## src/rtl/sequence_player.sv

```systemverilog
// Plays a stored colour sequence on the RGB LED: fetch one code per step from
// a synchronous-read memory, light it for on_len cycles, then go dark for off_len.
module sequence_player #(
  parameter int MAX_LEN   = 32,
  parameter int ADDR_W    = 5,
  parameter int ON_TICKS  = 50000,
  parameter int OFF_TICKS = 25000
) (
  input  logic              clock_i,
  input  logic              reset_ni,
  input  logic              start_i,
  input  logic              abort_i,
  input  logic [ADDR_W:0]   length_i,
  input  logic [1:0]        speed_i,
  output logic              mem_rd_o,
  output logic [ADDR_W-1:0] mem_addr_o,
  input  logic [1:0]        mem_data_i,
  output logic [2:0]        led_rgb_o,
  output logic              busy_o,
  output logic              done_o
);

  localparam int LW   = ADDR_W + 1;
  localparam int TMAX = (ON_TICKS > OFF_TICKS) ? ON_TICKS : OFF_TICKS;
  localparam int TW   = (TMAX < 2) ? 1 : $clog2(TMAX + 1);

  typedef enum logic [2:0] {IDLE, FETCH, LOAD, ON, OFF, DONE} state_e;

  state_e            state_q, state_d;
  logic [ADDR_W-1:0] index_q, index_d;
  logic [ADDR_W-1:0] addr_q,  addr_d;
  logic [TW-1:0]     timer_q, timer_d;
  logic [TW-1:0]     on_len_q, on_len_d;
  logic [TW-1:0]     off_len_q, off_len_d;
  logic [LW-1:0]     len_q, len_d;
  logic [1:0]        colour_q, colour_d;

  logic [TW-1:0]     on_calc, off_calc;
  logic [LW-1:0]     len_sat;
  logic              last_elem;

  // Level shortens both phases; never let a phase collapse to zero cycles.
  always_comb begin
    on_calc  = TW'(ON_TICKS >> speed_i);
    off_calc = TW'(OFF_TICKS >> speed_i);
    if (on_calc == '0)  on_calc  = TW'(1);
    if (off_calc == '0) off_calc = TW'(1);
  end

  assign len_sat   = (length_i > LW'(MAX_LEN)) ? LW'(MAX_LEN) : length_i;
  assign last_elem = ({1'b0, index_q} == (len_q - LW'(1)));

  always_comb begin
    state_d   = state_q;
    index_d   = index_q;
    addr_d    = addr_q;
    timer_d   = timer_q;
    on_len_d  = on_len_q;
    off_len_d = off_len_q;
    len_d     = len_q;
    colour_d  = colour_q;
    if (abort_i && state_q != IDLE) begin
      state_d = IDLE;
      index_d = '0;
    end else begin
      case (state_q)
        IDLE: if (start_i && !abort_i) begin
          len_d     = len_sat;
          on_len_d  = on_calc;
          off_len_d = off_calc;
          index_d   = '0;
          if (len_sat == '0) state_d = DONE;
          else begin
            state_d = FETCH;
            addr_d  = '0;
          end
        end
        FETCH: state_d = LOAD;
        LOAD: begin
          colour_d = mem_data_i;
          timer_d  = on_len_q - TW'(1);
          state_d  = ON;
        end
        ON: begin
          if (timer_q != '0) timer_d = timer_q - TW'(1);
          else begin
            timer_d = off_len_q - TW'(1);
            state_d = OFF;
          end
        end
        OFF: begin
          if (timer_q != '0) timer_d = timer_q - TW'(1);
          else if (last_elem) state_d = DONE;
          else begin
            // Address is registered on FETCH entry so it holds between reads.
            index_d = index_q + ADDR_W'(1);
            addr_d  = index_q + ADDR_W'(1);
            state_d = FETCH;
          end
        end
        DONE:    state_d = IDLE;
        default: state_d = IDLE;
      endcase
    end
  end

  always_ff @(posedge clock_i or negedge reset_ni) begin
    if (!reset_ni) begin
      state_q   <= IDLE;
      index_q   <= '0;
      addr_q    <= '0;
      timer_q   <= '0;
      on_len_q  <= '0;
      off_len_q <= '0;
      len_q     <= '0;
      colour_q  <= '0;
    end else begin
      state_q   <= state_d;
      index_q   <= index_d;
      addr_q    <= addr_d;
      timer_q   <= timer_d;
      on_len_q  <= on_len_d;
      off_len_q <= off_len_d;
      len_q     <= len_d;
      colour_q  <= colour_d;
    end
  end

  always_comb begin
    led_rgb_o = 3'b000;
    if (state_q == ON) begin
      case (colour_q)
        2'b00:   led_rgb_o = 3'b100;
        2'b01:   led_rgb_o = 3'b001;
        2'b10:   led_rgb_o = 3'b110;
        default: led_rgb_o = 3'b010;
      endcase
    end
  end

  assign mem_rd_o   = (state_q == FETCH);
  assign mem_addr_o = addr_q;
  assign busy_o     = (state_q != IDLE);
  assign done_o     = (state_q == DONE);

endmodule

```

## config.mk

```make
export PLATFORM = sky130hd
export DESIGN_NAME = sequence_player
export DESIGN_NICKNAME = d
export VERILOG_FILES = /design/src/rtl/sequence_player.sv
export SDC_FILE = /design/constraint.sdc
export NUM_CORES = 1
export LEC_CHECK = 0
export CAP_MARGIN = 25
export CORE_MARGIN = 5
export CORE_UTILIZATION = 60
export DETAILED_ROUTE_END_ITERATION = 12
export GPL_ROUTABILITY_DRIVEN = 0
export HOLD_SLACK_MARGIN = 0.02
export PLACE_DENSITY = 0.8
export SYNTH_ARGS = -nofsm -noshare
export SYNTH_HDL_FRONTEND = slang
export SYNTH_SLANG_ARGS = --single-unit
```

## constraint.sdc

```tcl
create_clock -name clock_i -period 5.2 [get_ports clock_i]
set_clock_uncertainty 0.05 [all_clocks]
set_input_delay 0.52 -clock clock_i [delete_from_list [all_inputs] [get_ports clock_i]]
set_output_delay 0.52 -clock clock_i [all_outputs]
set_load 0.005 [all_outputs]
```

==> out/metrics.yaml, run 1 <==
logic_synthesis:
  syn_nets: 365
  postSynth.asyncResetShare_pct: 100.0
  synth_seq_area_share_pct: 37.46
  synth_area_mm2: 0.003073
  synth-edff-count: 0
  synthFlopType: "dfrtp_1"
  avgSynthCellArea_um2: 8.985
  ys_warn_count: 0
  netlist_instances: 342
  ys_seq_elements: 46
  synth_cell_type_count: 61
min_path:
  hold_path.class: "in2async"
worst_setup_path:
  cp-end-kind: "primary output"
  worstSetupStartpointType: "flop"
  path_class: "reg2out"
  path_max_fanout: 13
  rr_worst_depth: 6
  worstPathArrival_ns: 2.21
  required_ns: 4.63
clock_tree:
  post_cts_buffers: 0
  worstSkewPairLatency_ns: 0.31
  clockBufferDepth: 2
  cts_max_level: 2
  clkSinkCount: 46
  path_clk_slew_ns: 0.09
  cts_tree: "done"
  cts_inserted_buffers: 5
  ctsHoldBuffers: 0
  root_buffer: "clkbuf_8"
  cts_resized: 0
pwr:
  p_sw_uw: 490.8
  p_leak_nw: 1.435
  peakVddDrop_mv: 0.2487
  power_frac_clock_pct: 18.7
  switching_share_pct: 39.00
  intPower_uw: 767.7
  comb_power_share_pct: 36.7
  p_seq_share_pct: 44.6
  power_density_mw_per_mm2: 365.2
die:
  io_pins: 25
  row_count: 26
  core_mm2: 0.005042
  die_h_um: 81.57
  initial_utilization_pct: 60.94
  die_w_um: 81.57
  dieArea_mm2: 0.006653
placed_design:
  dp_hpwl_um: 5029
  place_inst: 422
  place_area_mm2: 0.003323
  numPortBuffers: 24
  pre_cts_ws_ns: 2.149
timing:
  rsz0062_at_grt: "false"
  tns_ns: 0
  max_freq_ghz: 0.3597
  slew_headroom_pct: 38.68
  period_needed_ns: 2.780
  tightest_slew_ns: 0.9172
  slew_violations: 0
  setup_violations: 0
  post-route-worst-setup-slack_ns: 2.420
  final-hold-violation-count: 0
  fin_crit_sh_pct: 53.47
  timing.hold.ws_ns: 0.1334
detailed_routing:
  ant_nets: 0
  finalWirelength_um: 6948
  viasPerCell: 6.297
  vias: 2714
  drt_iter0_drc: 285
  drc_errors: 0
  first_pass_iters: 6
  routedWlPerCell_um: 16.12
finish:
  synthToLayoutAreaGrowth_pct: 12.13
  antenna_cells: 0
  finalNetCount: 383
  stdcell_count: 431
  drive_above_1_share_pct: 9.418
  fin_area_mm2: 0.003446
global_routing:
  antenna_found_initial: 0
  grt_overflow: 0
  grt_pass1_wl_um: 12020
  grt_usage_pct: 23.18
  grt_max_degree: 47
  first_global_vias: 2603
run_status:
  status: "finished clean"
flow_run:
  maxCapViolations: 0
-- logic make-up (layout without fill, tap and decap cells) --
group	after synthesis	after routing	share of synthesized area [%]
xor gates and xnor gates	14	14	3.990
DFF	46	46	37.46
adders and majority gates	9	9	3.665
buffers and inverters	27	46	3.950
and+or+nand+nor	127	127	22.68
muxes	16	16	5.741
AOI/OAI and AO/OA	103	103	22.52
-- cells in the final DEF, fill, tap and decap left out, types with 3 or more instances in the layout --
cell type / instances
o22ai_1: 11
mux2i_1: 3
and3_1: 3
nor3_1: 9
dfrtp_1: 46
xnor2_1: 8
inv_1: 13
xor2_1: 6
nor2b_1: 3
clkdlybuf4s50_1: 23
nand3_1: 8
ha_1: 9
mux2_2: 11
nor4b_1: 3
a21oi_1: 24
clkbuf_8: 6
a22o_1: 4
nand3b_1: 4
o31ai_1: 3
o2bb2ai_1: 9
and2_1: 4
nand2_1: 27
nor4_1: 3
o21ai_0: 24
nor2_1: 33
nand2b_1: 12
or3_1: 3
a31oi_1: 6
-- layout make-up --
class	count	area, um2
Sequential cell	46	1151
Clock inverter	2	12.51
Fill cell	419	1597
Clock buffer	6	82.58
Multi-Input combinational cell	269	1800
Inverter	13	48.80
Tap cell	70	87.58
Timing Repair Buffer	25	262.8
-- registers in the layout, summed over array words and instances (netlist names) --
register and count:
timer_q 16, on_len_q 9, len_q 6, index_q 5, mem_addr_o 5, state_q 3, colour_q 2
-- power by group through the flow --
| stage | Sequential [mW] | Combinational, mW | Clock, mW |
|---|---|---|---|
| 2_1_floorplan | 0.527 | 0.373 | 0 |
| 3_3_place_gp | 0.561 | 0.442 | 0 |
| 3_5_place_dp | 0.566 | 0.455 | 0 |
| 4_1_cts | 0.559 | 0.457 | 0.237 |
| 5_1_grt | 0.578 | 0.516 | 0.249 |
| 6_report | 0.561 | 0.462 | 0.235 |
-- Yosys cell counts (10+ instances only) --
master	number	share of area, %
a21oi_1	24	3.9
clkbuf_1	10	1.2
dfrtp_1	46	37
inv_1	13	1.6
mux2_2	11	4.0
nand2_1	27	3.3
nand2b_1	12	2.4
nor2_1	33	4.0
o21ai_0	24	3.9
o22ai_1	11	2.2
-- worst paths after layout --
kind                                      startpoint                         to  slack (ns)
setup / recovery              state_q[1]$_DFFE_PN0P_               led_rgb_o[1]        2.42
hold / removal                              reset_ni       len_q[1]$_DFFE_PN0P_        0.13
setup reg to reg             timer_q[10]$_DFFE_PN0P_     timer_q[5]$_DFFE_PN0P_        2.51
hold reg to reg            mem_addr_o[1]$_DFFE_PN0P_  mem_addr_o[1]$_DFFE_PN0P_        0.45
max in group asynchronous                   reset_ni     timer_q[8]$_DFFE_PN0P_        4.46
min in group clock_i       mem_addr_o[1]$_DFFE_PN0P_  mem_addr_o[1]$_DFFE_PN0P_        0.45
-- metrics by stage --
step	power, mW	util, %
2_1_floorplan	0.8998	-
6_report	1.259	68.34
3_3_place_gp	1.002	65.91
4_1_cts	1.254	67.79
3_5_place_dp	1.021	65.91
5_1_grt	1.344	68.34
-- critical path, cell delays in order, from the launching register on --
cell,delay (ns)
dfrtp_1,0.57
nand2_1,0.16
nor2_1,0.47
and2_1,0.20
clkdlybuf4s50_1,0.50
-- layer usage --
| layer | track usage, % | vias to the layer above | wire length [um] |
|---|---|---|---|
| li1 | - | 1297 | - |
| met2 | 37.54 | 96 | 3208 |
| met1 | 31.28 | 1315 | 3271 |
| met3 | 4.057 | 6 | 380 |
| met5 | 0 | - | 0 |
| met4 | 7.939 | 0 | 87 |
(Power assumes the default switching activity.)
==> run 2, diff against run 1 <==
--- a/config.mk
+++ b/config.mk
@@ -7,11 +7,11 @@
 export LEC_CHECK = 0
 export CAP_MARGIN = 25
 export CORE_MARGIN = 5
-export CORE_UTILIZATION = 60
+export CORE_UTILIZATION = 59
 export DETAILED_ROUTE_END_ITERATION = 12
 export GPL_ROUTABILITY_DRIVEN = 0
 export HOLD_SLACK_MARGIN = 0.02
-export PLACE_DENSITY = 0.8
+export PLACE_DENSITY = 0.79
 export SYNTH_ARGS = -nofsm -noshare
 export SYNTH_HDL_FRONTEND = slang
 export SYNTH_SLANG_ARGS = --single-unit
==> constraint.sdc (replaced) <==
create_clock -name clock_i -period 2.6 [get_ports clock_i]
set_clock_uncertainty 0.05 [all_clocks]
set_input_delay 0.26 -clock clock_i [delete_from_list [all_inputs] [get_ports clock_i]]
set_output_delay 0.26 -clock clock_i [all_outputs]
set_load 0.005 [all_outputs]
==> run 2 against run 1 <==
Combinational power up 110%. Global-route usage up 0.17 points. Hold slack better by 0.11 ns. Power up 110%. Register-to-register slack worse by 2.3 ns. Sequential share of layout area down 1.0 points. Clock-buffer cell count down 1. Die area up 1.5%. Critical path type unchanged. Highest routed layer unchanged.
==> out/metrics.yaml, run 2 (same netlist as run 1, synthesis figures left out) <==
die:
  io_pins: 25  # unchanged
  die_h_um: 82.17  # +0.74%
  die_w_um: 82.17  # +0.74%
  initial_utilization_pct: 60.55  # -0.39 points
  core_mm2: 0.005075  # +0.65%
  dieArea_mm2: 0.006752  # +1.5%
  row_count: 26  # unchanged
worst_setup_path:
  rr_worst_depth: 5  # -1
  crit_start: "state_q[0]$_DFFE_PN0P_"
  worstPathArrival_ns: 2.09  # -0.12 ns
  cp-end-kind: "primary output"
  critical_path.endpoint: "led_rgb_o[1]"
  path_class: "reg2out"
  path_max_fanout: 11  # -2
  cpMaxStageDelayCell: "clkdlybuf4s50_1"
  worstSetupStartpointType: "flop"
  slowest_delay_ns: 0.50  # -0.07 ns
  required_ns: 2.29  # -2.34 ns
  path_cells: "buf_4 > nand2_1 > nor2_1 > and2_1 > clkdlybuf4s50_1"
  reg2reg_to: "index_q[4]$_DFFE_PN0P_"
  reg2reg_from: "timer_q[10]$_DFFE_PN0P_"
  rrSetupSlack_ns: 0.21  # -2.30 ns
clock_tree:
  clockBufferDepth: 2  # unchanged
  path_clk_slew_ns: 0.09  # about the same
  post_cts_buffers: 0  # unchanged
  clkSinkCount: 46  # unchanged
  cts_tree: "done"
  worstSkewPairLatency_ns: 0.30  # about the same
  cts_inserted_buffers: 5  # unchanged
  root_buffer: "clkbuf_8"
  cts_max_level: 2  # unchanged
pwr:
  power_density_mw_per_mm2: 743.2  # +100%
  peakVddDrop_mv: 0.3949  # +59%
  p_leak_nw: 1.502  # +4.6%
global_routing:
  grt_usage_pct: 23.35  # +0.17 points
  antenna_found_initial: 0  # unchanged
  grt_overflow: 0  # unchanged
  grt_pass1_wl_um: 12190  # +1.4%
  grt_max_degree: 47  # unchanged
  first_global_vias: 2507  # -3.7%
finish:
  finalNetCount: 395  # +3.1%
  synthToLayoutAreaGrowth_pct: 15.76
  largest_reg_flops: 16  # unchanged
  fin_util_pct: 70.09  # +1.8 points
  top_register: "timer_q"
  final_cell_mix: "dfrtp_1 (46), nor2_1 (33), nand2_1 (27), o21ai_0 (24), a21oi_1 (24)"
  drive_above_1_share_pct: 12.60  # +3.2 points
  final_common_cell: "dfrtp_1"
  top_regs: "timer_q (16), on_len_q (9), len_q (6)"
  antenna_cells: 0  # unchanged
placed_design:
  pre_cts_ws_ns: 0.2237  # -1.925 ns
  dp_hpwl_um: 5140  # +2.2%
  numPortBuffers: 24  # unchanged
detailed_routing:
  finalWirelength_um: 7044  # +1.4%
  routedWlPerCell_um: 15.90  # -1.4%
  wl_met1_um: 3372  # +3.1%
  drt_iter0_drc: 283  # -0.70%
  ant_nets: 0  # unchanged
  viasPerCell: 6.122  # -2.8%
  vias: 2712  # -0.074%
  highest_layer: "met4"
  route.met2.wl_um: 3210  # about the same
  dr_wl_met3_um: 360  # -5.3%
  drc_errors: 0  # unchanged
  first_pass_iters: 5  # -1
timing:
  slew_violations: 0  # unchanged
  max_freq_ghz: 0.4175
  post-route-worst-setup-slack_ns: 0.2046  # -2.215 ns
  final-hold-violation-count: 0  # unchanged
  setup_violations: 0  # unchanged
  rsz0062_at_grt: "false"
  tightest_slew_ns: 0.5746  # -0.3426 ns
  tns_ns: 0  # unchanged
  period_needed_ns: 2.395
  slew_headroom_pct: 61.55  # +23 points
  fin_crit_sh_pct: 92.13
min_path:
  hold_path.class: "in2async"
run_status:
  status: "finished clean"
flow_run:
  maxCapViolations: 0  # unchanged
## run 2: cell types whose count changed in the layout (fill, tap and decap cells not counted)
cell	change
buf_16	-1
dlygate4sd3_1	+1
buf_12	+1
clkbuf_8	-1
o2111ai_2	+1
buf_4	+11
bufinv_16	+1
nor2b_1	-1
o2111ai_1	-1
clkinvlp_4	-1
inv_6	+1
nor2b_2	+1
## run 2: power breakdown
group,internal (mW),switching [mW]
clock network,0.288,0.258
registers,0.892,0.218
logic,0.469,0.519
## run 2: area by class of cell
type                       count  area, um2
clock buffer                   5      68.82
timing repair buffer          37      347.8
fill                         421       1518
tap                           70      87.58
clock inverter                 3      43.79
inverter                      13      48.80
multi-input combinational    269       1809
sequential                    46       1151
## run 2: stage by stage
| stage | instance area, um2 | power [mW] | hold WS (ns) | cells |
|---|---|---|---|---|
| after floorplan | 3073 | 1.800 | -0.08559 | 342 |
| after CTS | 3518 | 2.636 | 0.1173 | 441 |
| after detailed placement | 3406 | 2.081 | 0.4344 | 433 |
| final | 3557 | 2.644 | 0.2465 | 443 |
| after global routing | 3557 | 2.826 | 0.2435 | 443 |
| after global placement | 3406 | 2.051 | 0.4211 | 433 |
## run 2: worst min path at each step
stage | start | end | cells after the start
2_1_floorplan | reset_ni | colour_q[0]$_DFFE_PN0P_ | 0
3_3_place_gp | mem_addr_o[1]$_DFFE_PN0P_ | mem_addr_o[1]$_DFFE_PN0P_ | 1
3_5_place_dp | timer_q[9]$_DFFE_PN0P_ | timer_q[9]$_DFFE_PN0P_ | 1
4_1_cts | reset_ni | mem_addr_o[2]$_DFFE_PN0P_ | 1
5_1_grt | reset_ni | index_q[0]$_DFFE_PN0P_ | 2
6_report | reset_ni | index_q[0]$_DFFE_PN0P_ | 2
## run 2: critical path, delay by kind of cell, from the launching register on
family / cells / cell delay, ns
DFF: 1 / 0.36
buffers and inverters: 2 / 0.67
and+or+nand+nor: 3 / 0.76
## run 2: what timing repair did
item                       CTS  global route
gates resized for setup      0             2
hold endpoints to repair     0            46
setup endpoints to repair    0             3
hold buffers                 0             1
## run 2: routing by layer
metal	vias up	global-route usage, %
met3	11	3.905
met2	92	35.46
met4	0	6.811
met5	-	0
li1	1318	-
met1	1291	34.23
==> run 3, diff against run 2 <==
--- a/config.mk
+++ b/config.mk
@@ -6,7 +6,7 @@
 export NUM_CORES = 1
 export LEC_CHECK = 0
 export CAP_MARGIN = 25
-export CORE_MARGIN = 5
+export CORE_MARGIN = 4
 export CORE_UTILIZATION = 59
 export DETAILED_ROUTE_END_ITERATION = 12
 export GPL_ROUTABILITY_DRIVEN = 0
==> run 3 against run 2 <==
Hold slack better by 0.17 ns. Via count decreased by 1.0%. Design area decreased by 0.11%. Global-route usage rose by 0.47 points. Largest power group unchanged. Die area is 4.8% lower.
==> out/metrics.yaml, run 3 (same netlist as run 1, synthesis figures left out) <==
min_path:
  hold_path.class: "in2async"
worst_setup_path:
  slowest_delay_ns: 0.49  # about the same
  path_cells: "buf_4 > nand2_1 > nor2_1 > and2_1 > clkdlybuf4s50_1"
  reg2reg_from: "on_len_q[2]$_DFFE_PN0P_"
  path_class: "reg2out"
  worstPathArrival_ns: 2.07  # -0.02 ns
  critical_path_buf_inv_count: 2  # unchanged
  cp-end-kind: "primary output"
  reg2reg_to: "timer_q[8]$_DFFE_PN0P_"
  worstSetupStartpointType: "flop"
  crit_start: "state_q[1]$_DFFE_PN0P_"
  rr_worst_depth: 8  # +3
  rrSetupSlack_ns: 0.25  # +0.04 ns
  path_delay_family: "simple AND/OR/NAND/NOR gates"
  cpMaxStageDelayCell: "clkdlybuf4s50_1"
  path_max_fanout: 12  # +1
  required_ns: 2.29  # about the same
finish:
  antenna_cells: 0  # unchanged
  multi_input_area_mm2: 0.001800  # -0.48%
  top_regs: "timer_q (16), on_len_q (9), len_q (6)"
  final_common_cell: "dfrtp_1"
  top_register: "timer_q"
  regArea_mm2: 0.001151  # unchanged
  synthToLayoutAreaGrowth_pct: 15.64
  largest_reg_flops: 16  # unchanged
  drive_above_1_share_pct: 11.80  # -0.80 points
  fin_util_pct: 70.02  # -0.074 points
  final_cell_mix: "dfrtp_1 (46), nor2_1 (33), nand2_1 (27), o21ai_0 (24), a21oi_1 (24)"
  finalNetCount: 395  # unchanged
  fillCellCount: 429  # +1.9%
die:
  die_h_um: 80.17  # -2.4%
  die_w_um: 80.17  # -2.4%
  core_mm2: 0.005075  # unchanged
  io_pins: 25  # unchanged
  initial_utilization_pct: 60.55  # unchanged
  dieArea_mm2: 0.006427  # -4.8%
  row_count: 26  # unchanged
timing:
  slew_violations: 0  # unchanged
  max_freq_ghz: 0.4210  # +0.86%
  slew_headroom_pct: 62.85  # +1.3 points
  tightest_slew_ns: 0.5551  # -0.01945 ns
  setup_violations: 0  # unchanged
  final-hold-violation-count: 0  # unchanged
  fin_crit_sh_pct: 91.35  # -0.78 points
  period_needed_ns: 2.375  # -0.02036 ns
  rsz0062_at_grt: "false"
  tns_ns: 0  # unchanged
clock_tree:
  post_cts_buffers: 0  # unchanged
  cts_inserted_buffers: 5  # unchanged
  cts_max_level: 2  # unchanged
  clkSinkCount: 46  # unchanged
  cts_tree: "done"
  clockBufferDepth: 2  # unchanged
  path_clk_slew_ns: 0.09  # about the same
  root_buffer: "clkbuf_8"
  worstSkewPairLatency_ns: 0.30  # about the same
global_routing:
  grt_max_degree: 47  # unchanged
  grt_overflow: 0  # unchanged
  first_global_vias: 2518  # +0.44%
  grt_pass1_wl_um: 12120  # -0.57%
  grt_usage_pct: 23.82  # +0.47 points
  antenna_found_initial: 0  # unchanged
detailed_routing:
  first_pass_iters: 4  # -1
  routedWlPerCell_um: 15.57  # -2.1%
  drt_iter0_drc: 220  # -22%
  vias: 2684  # -1.0%
  viasPerCell: 6.059  # -1.0%
  finalWirelength_um: 6899  # -2.1%
  ant_nets: 0  # unchanged
  drc_errors: 0  # unchanged
placed_design:
  numPortBuffers: 24  # unchanged
  dp_hpwl_um: 5143  # about the same
pwr:
  power_density_mw_per_mm2: 737.3  # -0.79%
  p_leak_nw: 1.498  # -0.26%
  peakVddDrop_mv: 0.4572  # +16%
run_status:
  status: "finished clean"
flow_run:
  maxCapViolations: 0  # unchanged
run 3: cell types whose count changed in the layout (fill, tap and decap cells not counted):
cell	previous run	this run
o2111ai_2	1	0
clkbuf_1	0	1
buf_12	1	0
inv_6	1	0
nor2b_2	1	0
clkinvlp_4	0	1
clkinv_2	1	0
buf_16	0	1
nor2b_1	2	3
o2111ai_1	0	1
run 3: area by class of cell:
class | count | share of cell area, %
Clock buffer | 6 | 2.042
Tap cell | 70 | 2.465
Sequential cell | 46 | 32.39
Inverter | 13 | 1.373
Clock inverter | 2 | 1.056
Timing Repair Buffer | 37 | 10.00
Multi-Input combinational cell | 269 | 50.67
run 3: stage by stage:
stage / instance area, um2 / instances / total power, mW / hold WS (ns) / setup slack, ns
after floorplan: 3073 / 342 / 1.800 / -0.08559 / 0.3602
after global placement: 3406 / 433 / 2.048 / 0.4215 / 0.2941
after detailed placement: 3406 / 433 / 2.079 / 0.4296 / 0.2451
after CTS: 3516 / 441 / 2.622 / 0.1128 / 0.2219
after global routing: 3553 / 443 / 2.820 / 0.4624 / 0.005586
final: 3553 / 443 / 2.620 / 0.4152 / 0.2250
run 3: timing repair:
item	CTS	global route
gates resized for setup	0	0
hold buffers	0	1
endpoints found under the hold margin	0	22
run 3: how the worst max path moves through the flow:
stage | cells past startpoint | slack (ns) | endpoint
final | 5 | 0.22 | led_rgb_o[1]
after global routing | 8 | 0.006 | timer_q[11]$_DFFE_PN0P_
after CTS | 5 | 0.22 | led_rgb_o[1]
after detailed placement | 6 | 0.25 | mem_addr_o[4]$_DFFE_PN0P_
after global placement | 5 | 0.29 | index_q[4]$_DFFE_PN0P_
after floorplan | 9 | 0.36 | timer_q[8]$_DFFE_PN0P_
run 3: report_power, final:
group          switching [mW]  internal, mW
registers               0.217         0.892
clock network           0.252         0.287
logic                   0.503         0.468
run 3: metal layers:
metal  up-vias  part of all wire, %  track usage (%)
li1       1317                    -                -
met5         -                    0                0
met1      1280                   47            33.19
met3         6                  5.3            4.484
met2        81                   47            37.25
met4         0                  1.1            7.770
